<file path="src/rtl/video_pattern_gen_if.sv">
// ---------------------------------------------------------------------------
// video_pattern_gen_if
// Stream bundle carried from a video source to the processing chain. It has
// the same shape the HDMI receiver delivers, so the pattern generator can
// stand in for the receiver.
//   dv_o           pixel valid (active area only)
//   hs_o, vs_o     horizontal / vertical sync at their configured polarity
//   r_o, g_o, b_o  8-bit colour, zero whenever dv_o is low
//   frame_start_o  one-cycle pulse on the first active pixel of a frame
// master: the source that drives the stream. slave: the consumer.
// ---------------------------------------------------------------------------
interface video_pattern_gen_if;
    logic       dv_o;
    logic       hs_o;
    logic       vs_o;
    logic [7:0] r_o;
    logic [7:0] g_o;
    logic [7:0] b_o;
    logic       frame_start_o;

    modport master (output dv_o, hs_o, vs_o, r_o, g_o, b_o, frame_start_o);
    modport slave  (input  dv_o, hs_o, vs_o, r_o, g_o, b_o, frame_start_o);
endinterface

</file>
<file path="src/rtl/video_pattern_gen.sv">
// ---------------------------------------------------------------------------
// video_pattern_gen
// Synthetic video source: timing strobes plus one of four test patterns.
//   clk          pixel clock, the only clock
//   rst          asynchronous active-high reset
//   en           synchronous run enable; low restarts the stream at (0,0)
//   pattern_sel  0 bars, 1 grey ramp, 2 checkerboard, 3 animated; this
//                input is sampled only when pixel (0,0) is emitted
//   vid          registered output stream (master side)
// hcnt/vcnt hold the coordinate of the pixel that the next edge emits. All
// outputs come from one register stage, so there is no skew between the
// strobes and the colour.
// ---------------------------------------------------------------------------
module video_pattern_gen #(
    parameter int unsigned H_ACTIVE = 1280,
    parameter int unsigned H_FP     = 110,
    parameter int unsigned H_SYNC   = 40,
    parameter int unsigned H_BP     = 220,
    parameter int unsigned V_ACTIVE = 720,
    parameter int unsigned V_FP     = 5,
    parameter int unsigned V_SYNC   = 5,
    parameter int unsigned V_BP     = 20,
    parameter bit          HS_POL   = 1'b1,
    parameter bit          VS_POL   = 1'b1
) (
    input  logic                clk,
    input  logic                rst,
    input  logic                en,
    input  logic [1:0]          pattern_sel,
    video_pattern_gen_if.master vid
);

    localparam int unsigned H_TOTAL = H_ACTIVE + H_FP + H_SYNC + H_BP;
    localparam int unsigned V_TOTAL = V_ACTIVE + V_FP + V_SYNC + V_BP;
    localparam int unsigned HW      = $clog2(H_TOTAL);
    localparam int unsigned VW      = $clog2(V_TOTAL);
    localparam int unsigned BAR_W   = H_ACTIVE / 8;
    localparam int unsigned BW      = (BAR_W > 1) ? $clog2(BAR_W) : 1;

    localparam logic [HW-1:0] H_LAST   = HW'(H_TOTAL - 1);
    localparam logic [VW-1:0] V_LAST   = VW'(V_TOTAL - 1);
    localparam logic [BW-1:0] BAR_LAST = BW'(BAR_W - 1);

    logic [HW-1:0] hcnt, hcnt_nxt;
    logic [VW-1:0] vcnt, vcnt_nxt;
    logic [7:0]    frame_cnt, frame_cnt_nxt;
    logic [1:0]    pat_q;
    logic [BW-1:0] bar_cnt, bar_cnt_nxt;
    logic [2:0]    bar_idx, bar_idx_nxt;

    logic          h_act, v_act, h_sync, v_sync;
    logic          frame_first, line_last, frame_last;
    logic [1:0]    eff_pat;
    logic [7:0]    x8, y8;
    logic [23:0]   bar_rgb, pix_rgb;

    // Region decode for the pixel about to be emitted. Compared at 32 bits
    // so region bounds equal to H_TOTAL/V_TOTAL never overflow the counters.
    always_comb begin
        h_act       = 32'(hcnt) < H_ACTIVE;
        v_act       = 32'(vcnt) < V_ACTIVE;
        h_sync      = (32'(hcnt) >= H_ACTIVE + H_FP) &&
                      (32'(hcnt) <  H_ACTIVE + H_FP + H_SYNC);
        v_sync      = (32'(vcnt) >= V_ACTIVE + V_FP) &&
                      (32'(vcnt) <  V_ACTIVE + V_FP + V_SYNC);
        frame_first = (hcnt == '0) && (vcnt == '0);
        line_last   = (hcnt == H_LAST);
        frame_last  = line_last && (vcnt == V_LAST);
        // Pixel (0,0) already uses the newly latched pattern.
        eff_pat     = frame_first ? pattern_sel : pat_q;
        // Size casts zero-extend narrow counters and truncate wide ones.
        x8          = 8'(hcnt);
        y8          = 8'(vcnt);
    end

    always_comb begin
        bar_rgb = 24'h000000;
        case (bar_idx)
            3'd0: bar_rgb = 24'hFFFFFF;
            3'd1: bar_rgb = 24'hFFFF00;
            3'd2: bar_rgb = 24'h00FFFF;
            3'd3: bar_rgb = 24'h00FF00;
            3'd4: bar_rgb = 24'hFF00FF;
            3'd5: bar_rgb = 24'hFF0000;
            3'd6: bar_rgb = 24'h0000FF;
            default: bar_rgb = 24'h000000;
        endcase
    end

    always_comb begin
        pix_rgb = 24'h000000;
        case (eff_pat)
            2'd0: pix_rgb = bar_rgb;
            2'd1: pix_rgb = {x8, x8, x8};
            2'd2: pix_rgb = (x8[5] ^ y8[5]) ? 24'hFFFFFF : 24'h000000;
            default: pix_rgb = {frame_cnt, 8'hFF - frame_cnt, y8};
        endcase
    end

    // Counter advance. The bar index steps every BAR_W active pixels and
    // naturally returns to 0 after the 8th bar, so no divider is needed.
    always_comb begin
        hcnt_nxt      = hcnt + 1'b1;
        vcnt_nxt      = vcnt;
        frame_cnt_nxt = frame_cnt;
        bar_cnt_nxt   = bar_cnt;
        bar_idx_nxt   = bar_idx;
        if (line_last) begin
            hcnt_nxt = '0;
            vcnt_nxt = (vcnt == V_LAST) ? '0 : vcnt + 1'b1;
        end
        if (frame_last)
            frame_cnt_nxt = frame_cnt + 8'd1;
        if (line_last) begin
            bar_cnt_nxt = '0;
            bar_idx_nxt = '0;
        end else if (h_act) begin
            if (bar_cnt == BAR_LAST) begin
                bar_cnt_nxt = '0;
                bar_idx_nxt = bar_idx + 3'd1;
            end else begin
                bar_cnt_nxt = bar_cnt + 1'b1;
            end
        end
    end

    always_ff @(posedge clk or posedge rst) begin
        if (rst) begin
            hcnt              <= '0;
            vcnt              <= '0;
            frame_cnt         <= '0;
            pat_q             <= '0;
            bar_cnt           <= '0;
            bar_idx           <= '0;
            vid.dv_o          <= 1'b0;
            vid.hs_o          <= ~HS_POL;
            vid.vs_o          <= ~VS_POL;
            vid.r_o           <= '0;
            vid.g_o           <= '0;
            vid.b_o           <= '0;
            vid.frame_start_o <= 1'b0;
        end else if (!en) begin
            // Stopped: park at (0,0) so re-enable starts a fresh frame.
            hcnt              <= '0;
            vcnt              <= '0;
            frame_cnt         <= '0;
            bar_cnt           <= '0;
            bar_idx           <= '0;
            vid.dv_o          <= 1'b0;
            vid.hs_o          <= ~HS_POL;
            vid.vs_o          <= ~VS_POL;
            vid.r_o           <= '0;
            vid.g_o           <= '0;
            vid.b_o           <= '0;
            vid.frame_start_o <= 1'b0;
        end else begin
            hcnt              <= hcnt_nxt;
            vcnt              <= vcnt_nxt;
            frame_cnt         <= frame_cnt_nxt;
            bar_cnt           <= bar_cnt_nxt;
            bar_idx           <= bar_idx_nxt;
            if (frame_first)
                pat_q <= pattern_sel;
            vid.dv_o          <= h_act && v_act;
            vid.hs_o          <= h_sync ? HS_POL : ~HS_POL;
            vid.vs_o          <= v_sync ? VS_POL : ~VS_POL;
            vid.r_o           <= (h_act && v_act) ? pix_rgb[23:16] : 8'h00;
            vid.g_o           <= (h_act && v_act) ? pix_rgb[15:8]  : 8'h00;
            vid.b_o           <= (h_act && v_act) ? pix_rgb[7:0]   : 8'h00;
            vid.frame_start_o <= frame_first;
        end
    end

endmodule

</file>
<file path="src/flat_wrapper.sv">
// flat-port wrapper written by rule: the top's interface ports become plain ports
module video_pattern_gen_flat 
#(
    parameter int unsigned H_ACTIVE = 1280,
    parameter int unsigned H_FP     = 110,
    parameter int unsigned H_SYNC   = 40,
    parameter int unsigned H_BP     = 220,
    parameter int unsigned V_ACTIVE = 720,
    parameter int unsigned V_FP     = 5,
    parameter int unsigned V_SYNC   = 5,
    parameter int unsigned V_BP     = 20,
    parameter bit          HS_POL   = 1'b1,
    parameter bit          VS_POL   = 1'b1
)
  (clk, rst, en, pattern_sel, vid_dv_o, vid_hs_o, vid_vs_o, vid_r_o, vid_g_o, vid_b_o, vid_frame_start_o);
  video_pattern_gen_if vid_i ();
  input  logic clk;
  input  logic rst;
  input  logic en;
  input  logic [1:0] pattern_sel;
  output wire logic [$bits(vid_i.dv_o)-1:0] vid_dv_o;
  output wire logic [$bits(vid_i.hs_o)-1:0] vid_hs_o;
  output wire logic [$bits(vid_i.vs_o)-1:0] vid_vs_o;
  output wire logic [$bits(vid_i.r_o)-1:0] vid_r_o;
  output wire logic [$bits(vid_i.g_o)-1:0] vid_g_o;
  output wire logic [$bits(vid_i.b_o)-1:0] vid_b_o;
  output wire logic [$bits(vid_i.frame_start_o)-1:0] vid_frame_start_o;
  assign vid_dv_o = vid_i.dv_o;
  assign vid_hs_o = vid_i.hs_o;
  assign vid_vs_o = vid_i.vs_o;
  assign vid_r_o = vid_i.r_o;
  assign vid_g_o = vid_i.g_o;
  assign vid_b_o = vid_i.b_o;
  assign vid_frame_start_o = vid_i.frame_start_o;
  video_pattern_gen #(.H_ACTIVE(H_ACTIVE), .H_FP(H_FP), .H_SYNC(H_SYNC), .H_BP(H_BP), .V_ACTIVE(V_ACTIVE), .V_FP(V_FP), .V_SYNC(V_SYNC), .V_BP(V_BP), .HS_POL(HS_POL), .VS_POL(VS_POL)) u_core (.clk(clk), .rst(rst), .en(en), .pattern_sel(pattern_sel), .vid(vid_i));
endmodule
</file>
<file path="config.mk">
export PLATFORM = sky130hd
export DESIGN_NAME = video_pattern_gen_flat
export DESIGN_NICKNAME = d
export VERILOG_FILES = /design/src/rtl/video_pattern_gen_if.sv /design/src/rtl/video_pattern_gen.sv /design/src/flat_wrapper.sv
export SDC_FILE = /design/constraint.sdc
export NUM_CORES = 1
export LEC_CHECK = 0
export CAP_MARGIN = 5
export CORE_ASPECT_RATIO = 2
export CORE_MARGIN = 2
export CORE_UTILIZATION = 60
export CTS_BUF_LIST = sky130_fd_sc_hd__clkbuf_8
export DETAILED_ROUTE_END_ITERATION = 7
export GPL_TIMING_DRIVEN = 0
export PLACE_DENSITY_LB_ADDON = 0.12
export SLEW_MARGIN = 20
export SYNTH_ARGS = -nofsm -noshare
export SYNTH_HDL_FRONTEND = slang
export SYNTH_SLANG_ARGS = --single-unit
</file>
<file path="constraint.sdc">
create_clock -name clk -period 5.3 [get_ports clk]
set_input_delay 0.795 -clock clk [delete_from_list [all_inputs] [get_ports clk]]
set_output_delay 0.795 -clock clk [all_outputs]
set_load 0.05 [all_outputs]
</file>
Word level (Yosys, flattened, before mapping)

Cells that the tools add are included.
Widths: inputs -> output; s select.

Register bits: 70
Latch bits: 0
RAM bits: 0
Memory bits (read-only): 0
Bits of input ports: 5
Output and inout bits: 28
Word-level logic and storage cells: 82
Memories kept: 0

Add/sub/neg operators: 6
$mul: 0
Divide/modulo/power cells: 0
Order comparisons: 6
Eq/ne operators: 15
Shifts and indexed selects: 0
Multiplexer cells: 31
Bitwise logic cells: 1
Reduce and logical (&&, ||, !) cells: 10

Operators with widths:

| operator              | number |
|---|---|
| $pmux 24 s7           | 1 |
| $mux 8                | 12 |
| $pmux 24 s3           | 1 |
| $mux 10               | 3 |
| $mux 24               | 1 |
| $lt 11x11->1 const B  | 2 |
| $mux 11               | 2 |
| $lt 10x10->1 const B  | 2 |
| $add 8x1->8 const B   | 2 |
| $mux 3                | 4 |
| $add 11x1->11 const B | 1 |
| $eq 11x11->1 const B  | 1 |
| $ge 11x11->1 const B  | 1 |
| $logic_not 11->1      | 1 |
| $add 10x1->10 const B | 1 |
| $eq 10x10->1 const B  | 1 |
| $ge 10x10->1 const B  | 1 |
| $logic_not 10->1      | 1 |
| $eq 3x3->1 const B    | 3 |
| $eq 8x8->1 const B    | 1 |
| $sub 8x8->8 const A   | 1 |
| $eq 3x2->1 const B    | 2 |
| $mux 1                | 6 |
| $ne 3x1->1 const B    | 2 |
| other kinds (11)      | 16 |

Longest topological paths before layout

Gate-level depths: netlist of the first run.

Word-level depth: 7
Depth in mapped cells: 8
Depth with buffers taken out: 7

Least setup slack after synthesis of the first run

No wires, ideal clock.

Path kind: flip-flop to flip-flop
Start: register u_core.hcnt[3]
End: register u_core.vid.g_o[6]
Setup time: 0.158 ns
Arrival time: 2.080 ns
Data required time: 5.142 ns
Slack: 3.062 ns
Stages on the path, launching flop included: 8
Path buffers: 2
Clock period less this slack: 2.238 ns
Cells stage by stage: dfrtp_1 -> buf_6 -> or4_4 -> nand3b_4 -> nor2_8 -> mux2i_2 -> buf_2 -> a221oi_1

Word-level cells in the longest chain between the ends: 7
Elaborated cells between the ends (all ways): 11
Those cells by class: 1 x order compare; 2 x eq/ne; 4 x mux; 4 x reduce/logical

RTL lines:

| element                            | line                       | text |
|---|---|---|
| start: declaration                 | video_pattern_gen.sv:44    | `logic [HW-1:0] hcnt, hcnt_nxt;` |
| start signal: assignment           | video_pattern_gen.sv:157   | `hcnt <= hcnt_nxt;` |
| $logic_not 11->1                   | video_pattern_gen.sv:66    | `frame_first = (hcnt == '0) && (vcnt == '0);` |
| $logic_and 1x1->1                  | video_pattern_gen.sv:66    |  |
| $mux 2                             | video_pattern_gen.sv:70    | `eff_pat = frame_first ? pattern_sel : pat_q;` |
| $eq 2x2->1 (tied with other cells) | video_pattern_gen.sv:92    | `case (eff_pat)` |
| $pmux 24 s3                        | video_pattern_gen.sv:92    |  |
| $mux 8 *                           | video_pattern_gen.sv:168   | `vid.g_o <= (h_act && v_act) ? pix_rgb[15:8] : 8'h00;` |
| $mux 8 *                           | video_pattern_gen.sv:142   | `end else if (!en) begin` |
| end signal: assignment             | video_pattern_gen.sv:168   |  |
| end: declaration                   | video_pattern_gen_if.sv:21 | `modport master (output dv_o, hs_o, vs_o, r_o, g_o, b_o, frame_start_o);` |

Every way passes the cells marked *; elsewhere a longest branch is shown, timed or not.
A chain may end at the register's enable or synchronous reset.

Worst setup path in the final report of the first run

Start: register u_core.vcnt[1]
End: register u_core.vid.g_o[6]

Word-level cells in the longest chain between the ends: 7
Elaborated cells between the ends (all ways): 11
Those cells by class: 1 x order compare; 2 x eq/ne; 4 x mux; 4 x reduce/logical

RTL lines:

| element                            | line                     | text |
|---|---|---|
| start: declaration                 | video_pattern_gen.sv:45  | `logic [VW-1:0] vcnt, vcnt_nxt;` |
| start signal: assignment           | video_pattern_gen.sv:158 | `vcnt <= vcnt_nxt;` |
| $logic_not 10->1                   | video_pattern_gen.sv:66  |  |
| $logic_and 1x1->1                  | video_pattern_gen.sv:66  |  |
| $mux 2                             | video_pattern_gen.sv:70  |  |
| $eq 2x2->1 (tied with other cells) | video_pattern_gen.sv:92  |  |
| $pmux 24 s3                        | video_pattern_gen.sv:92  |  |
| $mux 8 *                           | video_pattern_gen.sv:168 |  |
| $mux 8 *                           | video_pattern_gen.sv:142 |  |

Marked as above.

==> results of run 1 <==
worst register-to-register path, delay by kind of cell (launching register included):
kind / cells / cell delay, ns
buffers and inverters: 2 / 0.49
AO/OA/AOI/OAI: 1 / 0.13
AND/OR/NAND/NOR: 3 / 0.71
adder cells (fa/ha/maj): 1 / 0.18
flip-flops: 1 / 0.47
multiplexers: 1 / 0.49
stage by stage:
stage	hold WS [ns]	power, mW	setup slack, ns	util (%)	area (um^2)
after detailed placement	0.497	1.08	2.59	68.8	4100
after global placement	0.483	1.08	1.71	68.5	4080
after global routing	0.540	1.58	2.46	72.4	4310
final	0.518	1.51	2.67	72.4	4310
after floorplan	0.463	0.946	2.74	-	3680
after CTS	0.515	1.52	2.68	72.4	4310
layout make-up:
cell class	count	area, um^2
repair buffers	33	340
multi-input cells	257	1770
clock inverters	5	57.6
clock buffers	11	151
inverters	22	85.1
plain buffers	16	71.3
flip-flops and latches	70	1750
well taps	63	78.8
fillers	459	1650
power groups by stage:
| stage | sequential (mW) | clock [mW] | combinational, mW |
|---|---|---|---|
| 3_5_place_dp | 0.621 | 0 | 0.463 |
| 6_report | 0.611 | 0.436 | 0.463 |
| 5_1_grt | 0.616 | 0.468 | 0.492 |
| 3_3_place_gp | 0.619 | 0 | 0.458 |
| 2_1_floorplan | 0.785 | 0 | 0.160 |
| 4_1_cts | 0.611 | 0.446 | 0.464 |
sequential cells by signal (all words and copies together), names as in the netlist:
| signal | flops |
|---|---|
| u_core.frame_cnt | 8 |
| u_core.vcnt | 10 |
| u_core.pat_q | 2 |
| u_core.vid.b_o | 8 |
| u_core.vid.g_o | 8 |
| u_core.vid.dv_o | 1 |
| u_core.vid.frame_start_o | 1 |
| u_core.bar_cnt | 8 |
| u_core.bar_idx | 3 |
| u_core.vid.vs_o | 1 |
| u_core.vid.hs_o | 1 |
| u_core.vid.r_o | 8 |
| u_core.hcnt | 11 |
cell usage after synthesis, types with 5 or more instances:
cell / n
dfrtp_1: 70
nor2_1: 30
nand2_1: 25
o21ai_0: 22
inv_1: 21
a221oi_1: 18
a21oi_1: 15
nand3_1: 15
ha_1: 14
clkbuf_1: 12
xor2_1: 11
nand4_1: 10
or3_1: 8
xnor2_1: 8
and3_1: 6
mux2i_1: 6
nor4_1: 6
o221a_2: 6
mux2_2: 5
nor3_1: 5
layer usage:
metal	wire, um	up-vias	GRT usage [%]
li1	-	1419	-
met1	3050	1388	29.3
met2	4410	109	45.7
met3	337	30	4.16
met4	450	0	20.9
met5	0	-	0
worst min path at each step:
stage                                  from                end  depth (start not counted)
after floorplan           u_core.bar_cnt[7]  u_core.bar_cnt[7]                          1
after global placement    u_core.bar_cnt[7]  u_core.bar_cnt[7]                          1
after detailed placement  u_core.bar_cnt[7]  u_core.bar_cnt[7]                          1
after CTS                 u_core.bar_cnt[7]  u_core.bar_cnt[7]                          1
after global routing      u_core.bar_cnt[7]  u_core.bar_cnt[7]                          1
final                     u_core.bar_cnt[7]  u_core.bar_cnt[7]                          1
kinds of logic (layout without fill, tap and decap cells):
group | count (synthesis) | after routing
adders and majority gates | 14 | 14
and+or+nand+nor | 128 | 128
AOI/OAI and AO/OA | 84 | 84
DFF | 70 | 70
muxes | 12 | 12
xor gates and xnor gates | 19 | 19
buffers and inverters | 38 | 87
cell usage in the layout, fill, tap and decap left out, types with 2 or more instances in the layout:
cell	netlist	routed
a21o_1	2	2
a21oi_1	15	15
a221oi_1	18	18
a31o_2	2	2
a41oi_1	2	2
and3_1	6	6
and4_1	2	2
and4b_1	2	2
buf_2	3	3
clkbuf_1	12	12
clkbuf_8	0	11
clkdlybuf4s50_1	0	32
clkinvlp_4	0	3
dfrtp_1	70	70
ha_1	14	14
inv_1	21	20
mux2_2	5	5
mux2i_1	6	6
nand2_1	25	25
nand2b_1	3	3
nand3_1	15	15
nand4_1	10	10
nor2_1	30	30
nor3_1	5	5
nor3b_1	4	4
nor4_1	6	6
o21a_1	4	4
o21ai_0	22	22
o21ai_1	4	4
o221a_2	6	6
or2_2	2	2
or3_1	8	8
or4_1	2	2
xnor2_1	8	8
xor2_1	11	11
==> metrics.md, run 1 <==
| Metric | Value |
|---|---|
| Status | `finished clean` |
| Max-Slew Margin vs Limit | `roughly 50%` |
| Slew Limit Fails | `0` |
| Core area | `0.00596 mm^2` |
| Adder-Cell Fraction of Synth Area | `4.76%` |
| Crit path max fanout | `10` |
| Final Hold Vio Count | `0` |
| Tcrit/Tclk final | `49.6%` |
| Number of gates resized after cts | `0` |
| Register clock-pin slew on the reported worst setup and hold paths | `approximately 0.070 ns` |
| DRC Markers | `0` |
| Switch Pwr | `523 uW` |
| Die area | `approximately 0.0068 mm^2` |
| Die Span Y | `between 100 and 150 um` |
| Setup Skew | `between 0.009 and 0.01 ns` |
| Drt pass-1 iters | `4` |
| Ys flop type | `dfrtp_1` |
| Synthesized flop and latch total | `70` |
| Crit path capture | `u_core.vid.g_o[6]` |
| Post-synthesis compound-gate area fraction | `around 16%` |
| Leading area contributor after synthesis | `dfrtp_1` |
| Post-DP HPWL | `between 6000 and 7000 um` |
| Placer Congestion | `0.838` |
| CP required | `around 5.5 ns` |
| EDFF count, synth | `0` |
| Worst hold path class | `reg -> reg` |
| Xor/xnor share of the synthesized area | `between 4 and 5%` |
| Buf/Inv on CP | `2` |
| R2r setup slk | `between 2 and 3 ns` |
| Clk sinks | `70` |
| Vias post-DR | `just under 3k` |
| Post-synthesis cell area | `~0.0037 mm^2` |
| Setup tns final | `0 ns` |
| CTS tree | `yes` |
| Post-DR wirelength/cell | `17.3 um` |
| Htree depth | `3` |
| Final wirelength | `between 8000 and 9000 um` |
| Largest family of logic cells by synthesized area | `simple AND/OR/NAND/NOR gates` |
| Mux cell area share after synthesis | `approximately 3.5%` |
| CTS root buf | `clkbuf_8` |
| Starting DRT DRC Count | `roughly 150` |
| Initial antenna violation count | `0` |
| CP arrival | `~2.8 ns` |
| RR Endpoint | `u_core.vid.g_o[6]` |
| Vias in the first global route | `2861` |
| Peak supply drop | `about 0.00028 V` |
| Synth warnings | `0` |
| Critical path, cell by cell | `inv_1, ha_1, nor3b_1, nand3b_4, nor2_8, mux2i_2, buf_2, a221oi_1` |
| Detail-routed via count per cell | `6.18` |
| Power share of the clock group | `28.9%` |
| Critical Path Stages | `8` |
| Number of max-cap violations | `0` |
| Inst Count DP | `about 460` |
| Initial core utilization | `between 60% and 70%` |
| R2r startpoint | `u_core.vcnt[1]` |
| Worst path top cell family by delay | `simple AND/OR/NAND/NOR gates` |
| First-pass GRT wire length | `around 14000 um` |
| Register area share after synthesis | `between 40% and 50%` |
| Kind of critical path | `reg -> reg` |
| Distinct cells, synth | `52` |
| RSZ-0062 raised after global routing | `false` |
| GRT Total Usage | `around 27%` |
| Register share of total power | `40.5%` |
| CP Launch Point | `u_core.vcnt[1]` |
| CP endpoint kind | `flip-flop` |
| Post-CTS setup buffer count | `0` |
| Final setup viols | `0` |
| Ports | `33` |
| PwrDens | `roughly 350 mW/mm^2` |
| Port Buffer Count | `32` |
| P&R area growth vs syn | `17.1%` |
| Switching Share | `34.6%` |
| Worst r2r path cells | `8` |
| Fmax | `0.380 GHz` |
| Post-synth top area share | `between 40% and 50%` |
| Final min period | `~2.6 ns` |
| Leakage | `~1.8 nW` |
| Syn nets | `~380` |
| Die Span X | `slightly below 60 um` |
| Clock Latency Late Sink | `about 0.36 ns` |
| Pin count of the biggest net entering global routing | `37` |
| Type of origin of the critical path | `flip-flop` |
| Std cell rows | `40` |
| Antenna-violating nets left | `0` |
| Proportion of layout cells with a drive suffix above 1 | `a little over a tenth` |
| Pint | `988 uW` |
| Slowest-stage cell, CP | `mux2i_2` |
| Synth Area in Simple Gates | `between 10% and 20%` |
| Avg Cell Area, Syn | `10.1 um^2` |
| Ys async rst share | `between 90% and 100%` |
| Crit path largest cell delay | `about 0.49 ns` |
| Clock buffer count from CTS | `9` |
| Worst Max-Slew Pin Slew | `around 0.74 ns` |
| Total global routing overflow | `0` |
| Synth Instances | `about 370` |
| Final #Nets | `approximately 430` |
| Hold buffers post-CTS | `0` |
| Fin cells | `477` |
| Top cells by area, synth | `dfrtp_1, ha_1, a221oi_1` |
| Ant. Diodes | `0` |
| Clock Tree Buf Depth | `2` |
| Combinational power share | `slightly above 30%` |
Note: power is estimated with default switching activity, not from simulation.
==> run 2: changes to the inputs <==
==> constraint.sdc (replaced) <==
create_clock -name clk -period 2.69 [get_ports clk]
set_input_delay 0.4035 -clock clk [delete_from_list [all_inputs] [get_ports clk]]
set_output_delay 0.4035 -clock clk [all_outputs]
set_load 0.05 [all_outputs]
==> run 2 against run 1 <==
  * Hold slack lost 0.12 ns
  * Clock power grew 97%
  * Combinational power grew 100%
  * Design area grew 0.32%
  * Non-clock buffer count is the same
  * Worst setup slack lost 2.5 ns
  * Via count is essentially flat
  * Critical endpoint is now u_core.frame_cnt[7]
  * Largest cell class unchanged
  * Highest routed layer unchanged
==> metrics.md, run 2 (same netlist as run 1, synthesis figures left out) <==
| Metric | Value |
|---|---|
| Proportion of layout cells with a drive suffix above 1 | `11.4% (+0.48 points)` |
| Commonest non-fill, non-tap cell in the layout | `dfrtp_1` |
| Ant. Diodes | `0 (unchanged)` |
| Reg area | `0.00175 mm^2 (unchanged)` |
| Worst hold path class | `in -> async` |
| Detail-routed via count per cell | `6.18 (about the same)` |
| Fin cells | `477 (unchanged)` |
| Post-CTS setup buffer count | `0 (unchanged)` |
| Dpl cell area | `0.00410 mm^2 (unchanged)` |
| Die Span X | `59.4 um (unchanged)` |
| Drt pass-1 iters | `4 (unchanged)` |
| Port Buffer Count | `32 (unchanged)` |
| Initial antenna violation count | `0 (unchanged)` |
| DRC Markers | `0 (unchanged)` |
| Tcrit/Tclk final | `94.5% (+45 points)` |
| PwrDens | `692 mW/mm^2 (+97%)` |
| Total global routing overflow | `0 (unchanged)` |
| Clock Tree Buf Depth | `2 (unchanged)` |
| Pint | `1.95 mW (+98%)` |
| Slowest-stage cell, CP | `or4_4` |
| Htree depth | `3 (unchanged)` |
| Multi-input gate area | `0.00179 mm^2 (+0.71%)` |
| Post-DR wirelength/cell | `17.3 um (+0.34%)` |
| Slew Limit Fails | `0 (unchanged)` |
| Combinational power share | `30.9% (+0.2 points)` |
| Ports | `33 (unchanged)` |
| Clk sinks | `70 (unchanged)` |
| Placer Congestion | `0.838 (unchanged)` |
| Die Span Y | `115 um (unchanged)` |
| CP endpoint kind | `flip-flop` |
| P&R area growth vs syn | `17.5%` |
| Type of origin of the critical path | `flip-flop` |
| Final wirelength | `8270 um (+0.34%)` |
| Final setup viols | `0 (unchanged)` |
| Setup tns final | `0 ns (unchanged)` |
| First-pass GRT wire length | `13700 um (unchanged)` |
| Final min period | `2.54 ns (-0.0872 ns)` |
| Crit path max fanout | `9 (-1)` |
| Core area | `0.00596 mm^2 (unchanged)` |
| Design area | `0.00432 mm^2 (+0.32%)` |
| Pin count of the biggest net entering global routing | `37 (unchanged)` |
| CTS root buf | `clkbuf_8` |
| Register clock-pin slew on the reported worst setup and hold paths | `0.07 ns (about the same)` |
| Switch Pwr | `1.04 mW (+98%)` |
| Worst Max-Slew Pin Slew | `0.639 ns (-0.103 ns)` |
| Vias in the first global route | `2861 (unchanged)` |
| Tot Pwr | `2.99 mW (+98%)` |
| Clock buffer count from CTS | `9 (unchanged)` |
| Max-Slew Margin vs Limit | `56.2% (+7.1 points)` |
| Number of gates resized after cts | `0 (unchanged)` |
| Vias post-DR | `2947 (+0.034%)` |
| Switching Share | `34.7% (+0.073 points)` |
| Hold buffers post-CTS | `0 (unchanged)` |
| RSZ-0062 raised after global routing | `true` |
| Number of flip-flops in the largest register | `11 (unchanged)` |
| Kind of critical path | `reg -> reg` |
| Fmax | `0.393 GHz (+3.4%)` |
| Inst Count DP | `461 (unchanged)` |
| Die area | `0.00681 mm^2 (unchanged)` |
| Register share of total power | `40.3% (-0.2 points)` |
| Std cell rows | `40 (unchanged)` |
| Final Hold Vio Count | `0 (unchanged)` |
| Critical path, cell by cell | `or4_4, or3_1, buf_2, o21a_4, nor3_1, mux2i_1` |
| Initial core utilization | `61.8% (unchanged)` |
| CP arrival | `2.82 ns (+0.02 ns)` |
| Final #Nets | `428 (unchanged)` |
| Regs by FF count | `u_core.hcnt x11, u_core.vcnt x10` |
| Most flop-heavy register | `u_core.hcnt` |
| Fill count | `455 (-0.87%)` |
| Leakage | `1.82 nW (+0.16%)` |
| Crit path largest cell delay | `0.58 ns (+0.09 ns)` |
| CTS tree | `yes` |
| Starting DRT DRC Count | `170 (+11%)` |
| Peak supply drop | `0.000558 V (+98%)` |
| Power share of the clock group | `28.8% (about the same)` |
| Status | `finished clean` |
| Most frequent cells in the layout | `dfrtp_1, clkdlybuf4s50_1, nor2_1, nand2_1, o21ai_0` |
| Number of max-cap violations | `0 (unchanged)` |
| Setup Skew | `0.00903 ns (-0.000188 ns)` |
| GRT Total Usage | `27.2% (unchanged)` |
| CP required | `2.97 ns (-2.50 ns)` |
| Post-DP HPWL | `6260 um (unchanged)` |
| Antenna-violating nets left | `0 (unchanged)` |
| Clock Latency Late Sink | `0.36 ns (about the same)` |
-- run 2: final cells by class --
type                    count  area share, %
plain buffers              16           1.68
well taps                  63           1.82
multi-input cells         257           41.3
repair buffers             33           7.87
flip-flops and latches     70           40.5
clock inverters             5           1.33
clock buffers              11           3.50
inverters                  22           1.97
-- run 2: metrics by stage --
step,worst slack [ns],util (%),hold WS [ns]
after floorplan,0.452,-,0.463
after CTS,0.0707,72.4,0.406
final,0.147,72.6,0.398
after global routing,-0.00125,72.6,0.459
after detailed placement,0.0828,68.8,0.497
after global placement,-0.510,68.5,0.483
-- run 2: worst paths after layout --
| path | from | endpoint | slack [ns] | cells after the start |
|---|---|---|---|---|
| max | u_core.hcnt[7] | u_core.frame_cnt[7] | 0.15 | 6 |
| max reg2reg | u_core.hcnt[7] | u_core.frame_cnt[7] | 0.15 | 6 |
| min | rst | u_core.frame_cnt[4] | 0.40 | 2 |
| min in group clk | u_core.bar_cnt[7] | u_core.bar_cnt[7] | 0.52 | 1 |
| max in group asynchronous | rst | u_core.bar_idx[1] | 1.77 | 3 |
| min reg2reg | u_core.bar_cnt[7] | u_core.bar_cnt[7] | 0.52 | 1 |
-- run 2: power groups by stage --
stage | Combinational (mW) | Sequential (mW) | Clock (mW)
floorplan | 0.316 | 1.55 | 0
global placement | 0.902 | 1.22 | 0
detailed placement | 0.913 | 1.22 | 0
CTS | 0.915 | 1.20 | 0.879
global route | 0.982 | 1.21 | 0.922
finish | 0.925 | 1.20 | 0.861
-- run 2: layer usage --
| layer | vias up | wire length [um] | GRT usage [%] |
|---|---|---|---|
| met1 | 1396 | 3070 | 29.3 |
| li1 | 1417 | - | - |
| met2 | 101 | 4430 | 45.7 |
| met4 | 0 | 463 | 20.9 |
| met3 | 33 | 305 | 4.16 |
| met5 | - | 0 | 0 |
-- run 2: critical path, delay by kind of cell (launching register included) --
family,cells,cell delay [ns]
compound gates,1,0.23
buf+inv,1,0.17
flops,1,0.46
mux,1,0.23
simple gates,3,1.36
==> run 3: changes to the inputs <==
--- a/config.mk
+++ b/config.mk
@@ -8,7 +8,7 @@
 export CAP_MARGIN = 5
 export CORE_ASPECT_RATIO = 2
 export CORE_MARGIN = 2
-export CORE_UTILIZATION = 60
+export CORE_UTILIZATION = 45
 export CTS_BUF_LIST = sky130_fd_sc_hd__clkbuf_8
 export DETAILED_ROUTE_END_ITERATION = 7
 export GPL_TIMING_DRIVEN = 0
==> constraint.sdc (replaced) <==
create_clock -name clk -period 2.69 [get_ports clk]
set_input_delay 0.4035 -clock clk [delete_from_list [all_inputs] [get_ports clk]]
set_output_delay 0.4035 -clock clk [all_outputs]
set_load 0.005 [all_outputs]
==> run 3 against run 2 <==
  * Sequential power barely moved
  * Hold slack better by 0.0096 ns
  * First-iteration DRC count decreased by 0.59%
  * Sequential share of layout area decreased by 0.41 points
  * Critical path depth down 1
  * Largest cell class unchanged
==> metrics.md, run 3 (same netlist as run 1, synthesis figures left out) <==
| Metric | Value |
|---|---|
| Util after Layout | `55.0% (-18 points)` |
| Worst Max-Slew Pin Slew | `0.665 ns (+0.0256 ns)` |
| Slowest-stage cell, CP | `or4_4` |
| Number of max-cap violations | `0 (unchanged)` |
| Regs by FF count | `u_core.hcnt x11, u_core.vcnt x10` |
| Max-Slew Margin vs Limit | `54.4% (-1.8 points)` |
| Initial antenna violation count | `0 (unchanged)` |
| Std cell rows | `46 (+15%)` |
| Drt pass-1 iters | `4 (unchanged)` |
| Ant. Diodes | `0 (unchanged)` |
| Final Hold Vio Count | `0 (unchanged)` |
| Leakage | `1.83 nW (+0.65%)` |
| Final min period | `2.53 ns (-0.00907 ns)` |
| DP Worst Slack | `0.0570 ns (-0.0258 ns)` |
| Type of origin of the critical path | `flip-flop` |
| Proportion of layout cells with a drive suffix above 1 | `11.8% (+0.45 points)` |
| Die area | `0.00896 mm^2 (+32%)` |
| Buf/Inv on CP | `2 (+1)` |
| Reg area | `0.00175 mm^2 (unchanged)` |
| Post-DR wirelength/cell | `17.1 um (-1.1%)` |
| Clock Tree Buf Depth | `2 (unchanged)` |
| Pin count of the biggest net entering global routing | `39 (+5.4%)` |
| CTS root buf | `clkbuf_8` |
| Total global routing overflow | `0 (unchanged)` |
| Clock buffer count from CTS | `9 (unchanged)` |
| Slew Limit Fails | `0 (unchanged)` |
| Tcrit/Tclk final | `94.2% (-0.34 points)` |
| CP arrival | `2.75 ns (-0.07 ns)` |
| Htree depth | `3 (unchanged)` |
| Multi-input gate area | `0.00179 mm^2 (+0.28%)` |
| Vias in the first global route | `2960 (+3.5%)` |
| Worst r2r path cells | `5 (-1)` |
| Crit path max fanout | `10 (+1)` |
| Die Span X | `67.9 um (+14%)` |
| Critical path, cell by cell | `or4_4, o31ai_1, clkbuf_1, clkbuf_1, nor2_1` |
| Clk sinks | `70 (unchanged)` |
| Status | `finished clean` |
| Peak supply drop | `0.000263 V (-53%)` |
| Most flop-heavy register | `u_core.hcnt` |
| Commonest non-fill, non-tap cell in the layout | `dfrtp_1` |
| Crit path largest cell delay | `0.59 ns (about the same)` |
| CP required | `2.91 ns (-0.06 ns)` |
| Final setup viols | `0 (unchanged)` |
| First-pass GRT wire length | `14600 um (+6.6%)` |
| Placer Congestion | `0.890 (+6.2%)` |
| Die Span Y | `132 um (+15%)` |
| Initial core utilization | `46.3% (-15 points)` |
| Post-DP HPWL | `6820 um (+8.8%)` |
| Final wirelength | `8760 um (+6.0%)` |
| GRT Total Usage | `21.7% (-5.5 points)` |
| Core area | `0.00794 mm^2 (+33%)` |
| Clock Latency Late Sink | `0.35 ns (about the same)` |
| Most frequent cells in the layout | `dfrtp_1, clkdlybuf4s50_1, nor2_1, nand2_1, o21ai_0` |
| Antenna-violating nets left | `0 (unchanged)` |
| R2r startpoint | `u_core.hcnt[7]` |
| P&R area growth vs syn | `18.7%` |
| Worst path top cell family by delay | `buffers and inverters` |
| Setup tns final | `0 ns (unchanged)` |
| PwrDens | `613 mW/mm^2 (-11%)` |
| Detail-routed via count per cell | `5.87 (-5.0%)` |
| Number of flip-flops in the largest register | `11 (unchanged)` |
| Fin worst setup slack | `0.156 ns (+0.00907 ns)` |
| Port Buffer Count | `32 (unchanged)` |
| Cell mode on critical path | `clkbuf_1` |
| Starting DRT DRC Count | `169 (-0.59%)` |
| CP endpoint kind | `flip-flop` |
| Fmax | `0.395 GHz (+0.36%)` |
| Setup Skew | `0.00702 ns (-0.00201 ns)` |
| Ports | `33 (unchanged)` |
| R2r setup slk | `0.16 ns (about the same)` |
| CTS tree | `yes` |
| Final #Nets | `429 (+0.23%)` |
| Fill count | `755 (+66%)` |
| Kind of critical path | `reg -> reg` |
| DRC Markers | `0 (unchanged)` |
| Register clock-pin slew on the reported worst setup and hold paths | `0.08 ns (about the same)` |
| Worst hold path class | `in -> async` |
| Vias post-DR | `2998 (+1.7%)` |
| RR Endpoint | `u_core.hcnt[3]` |
| RSZ-0062 raised after global routing | `false` |
-- run 3: cell count changes in the layout (fill, tap and decap cells not counted) --
cell / delta
buf_4: +1
clkbuf_8: -1
clkinv_2: +2
clkinv_4: +1
clkinvlp_4: -2
nor3b_1: -1
nor3b_2: +1
-- run 3: per-layer routing --
metal	wire length (um)	up-vias	global-route usage (%)
met5	0	-	0
met4	360	0	12.0
met3	276	29	4.27
met2	4990	75	37.9
met1	3140	1477	23.0
li1	-	1417	-
-- run 3: cell type report --
| cell class | instances | share of cell area [%] |
|---|---|---|
| Buffer | 16 | 1.66 |
| Clock buffer | 10 | 3.15 |
| Sequential cell | 70 | 40.1 |
| Tap cell | 96 | 2.75 |
| Multi-Input combinational cell | 257 | 41.0 |
| Inverter | 22 | 1.95 |
| Clock inverter | 6 | 1.40 |
| Timing Repair Buffer | 34 | 7.97 |
-- run 3: through the flow --
stage          hold slack [ns]  power [mW]  instances  area (um^2)
2_1_floorplan            0.463        1.55        365         3680
3_5_place_dp             0.500        1.84        494         4140
4_1_cts                  0.422        2.68        510         4340
5_1_grt                  0.461        2.81        511         4370
6_report                 0.407        2.68        511         4370
3_3_place_gp             0.484        1.82        493         4120
-- run 3: worst max-delay path by stage --
stage | slack, ns | start | cells after the start | to
final | 0.16 | u_core.hcnt[7] | 5 | u_core.hcnt[3]
after global routing | 0.007 | u_core.hcnt[7] | 5 | u_core.hcnt[3]
after CTS | 0.04 | u_core.hcnt[4] | 7 | u_core.vid.g_o[6]
after detailed placement | 0.06 | u_core.hcnt[4] | 7 | u_core.vid.g_o[6]
after global placement | -0.61 | rst | 2 | u_core.bar_idx[0]
after floorplan | 0.45 | u_core.hcnt[3] | 7 | u_core.vid.g_o[6]
-- run 3: power by group --
group	total, mW	internal, mW	switching, mW
clock	0.847	0.449	0.398
combinational	0.623	0.319	0.305
sequential	1.21	1.16	0.0453
-- run 3: repair_timing --
action	4_1_cts	5_1_grt
gates resized for setup	0	5
setup buffers	0	1
setup endpoints to repair	0	20
hold buffers	0	0
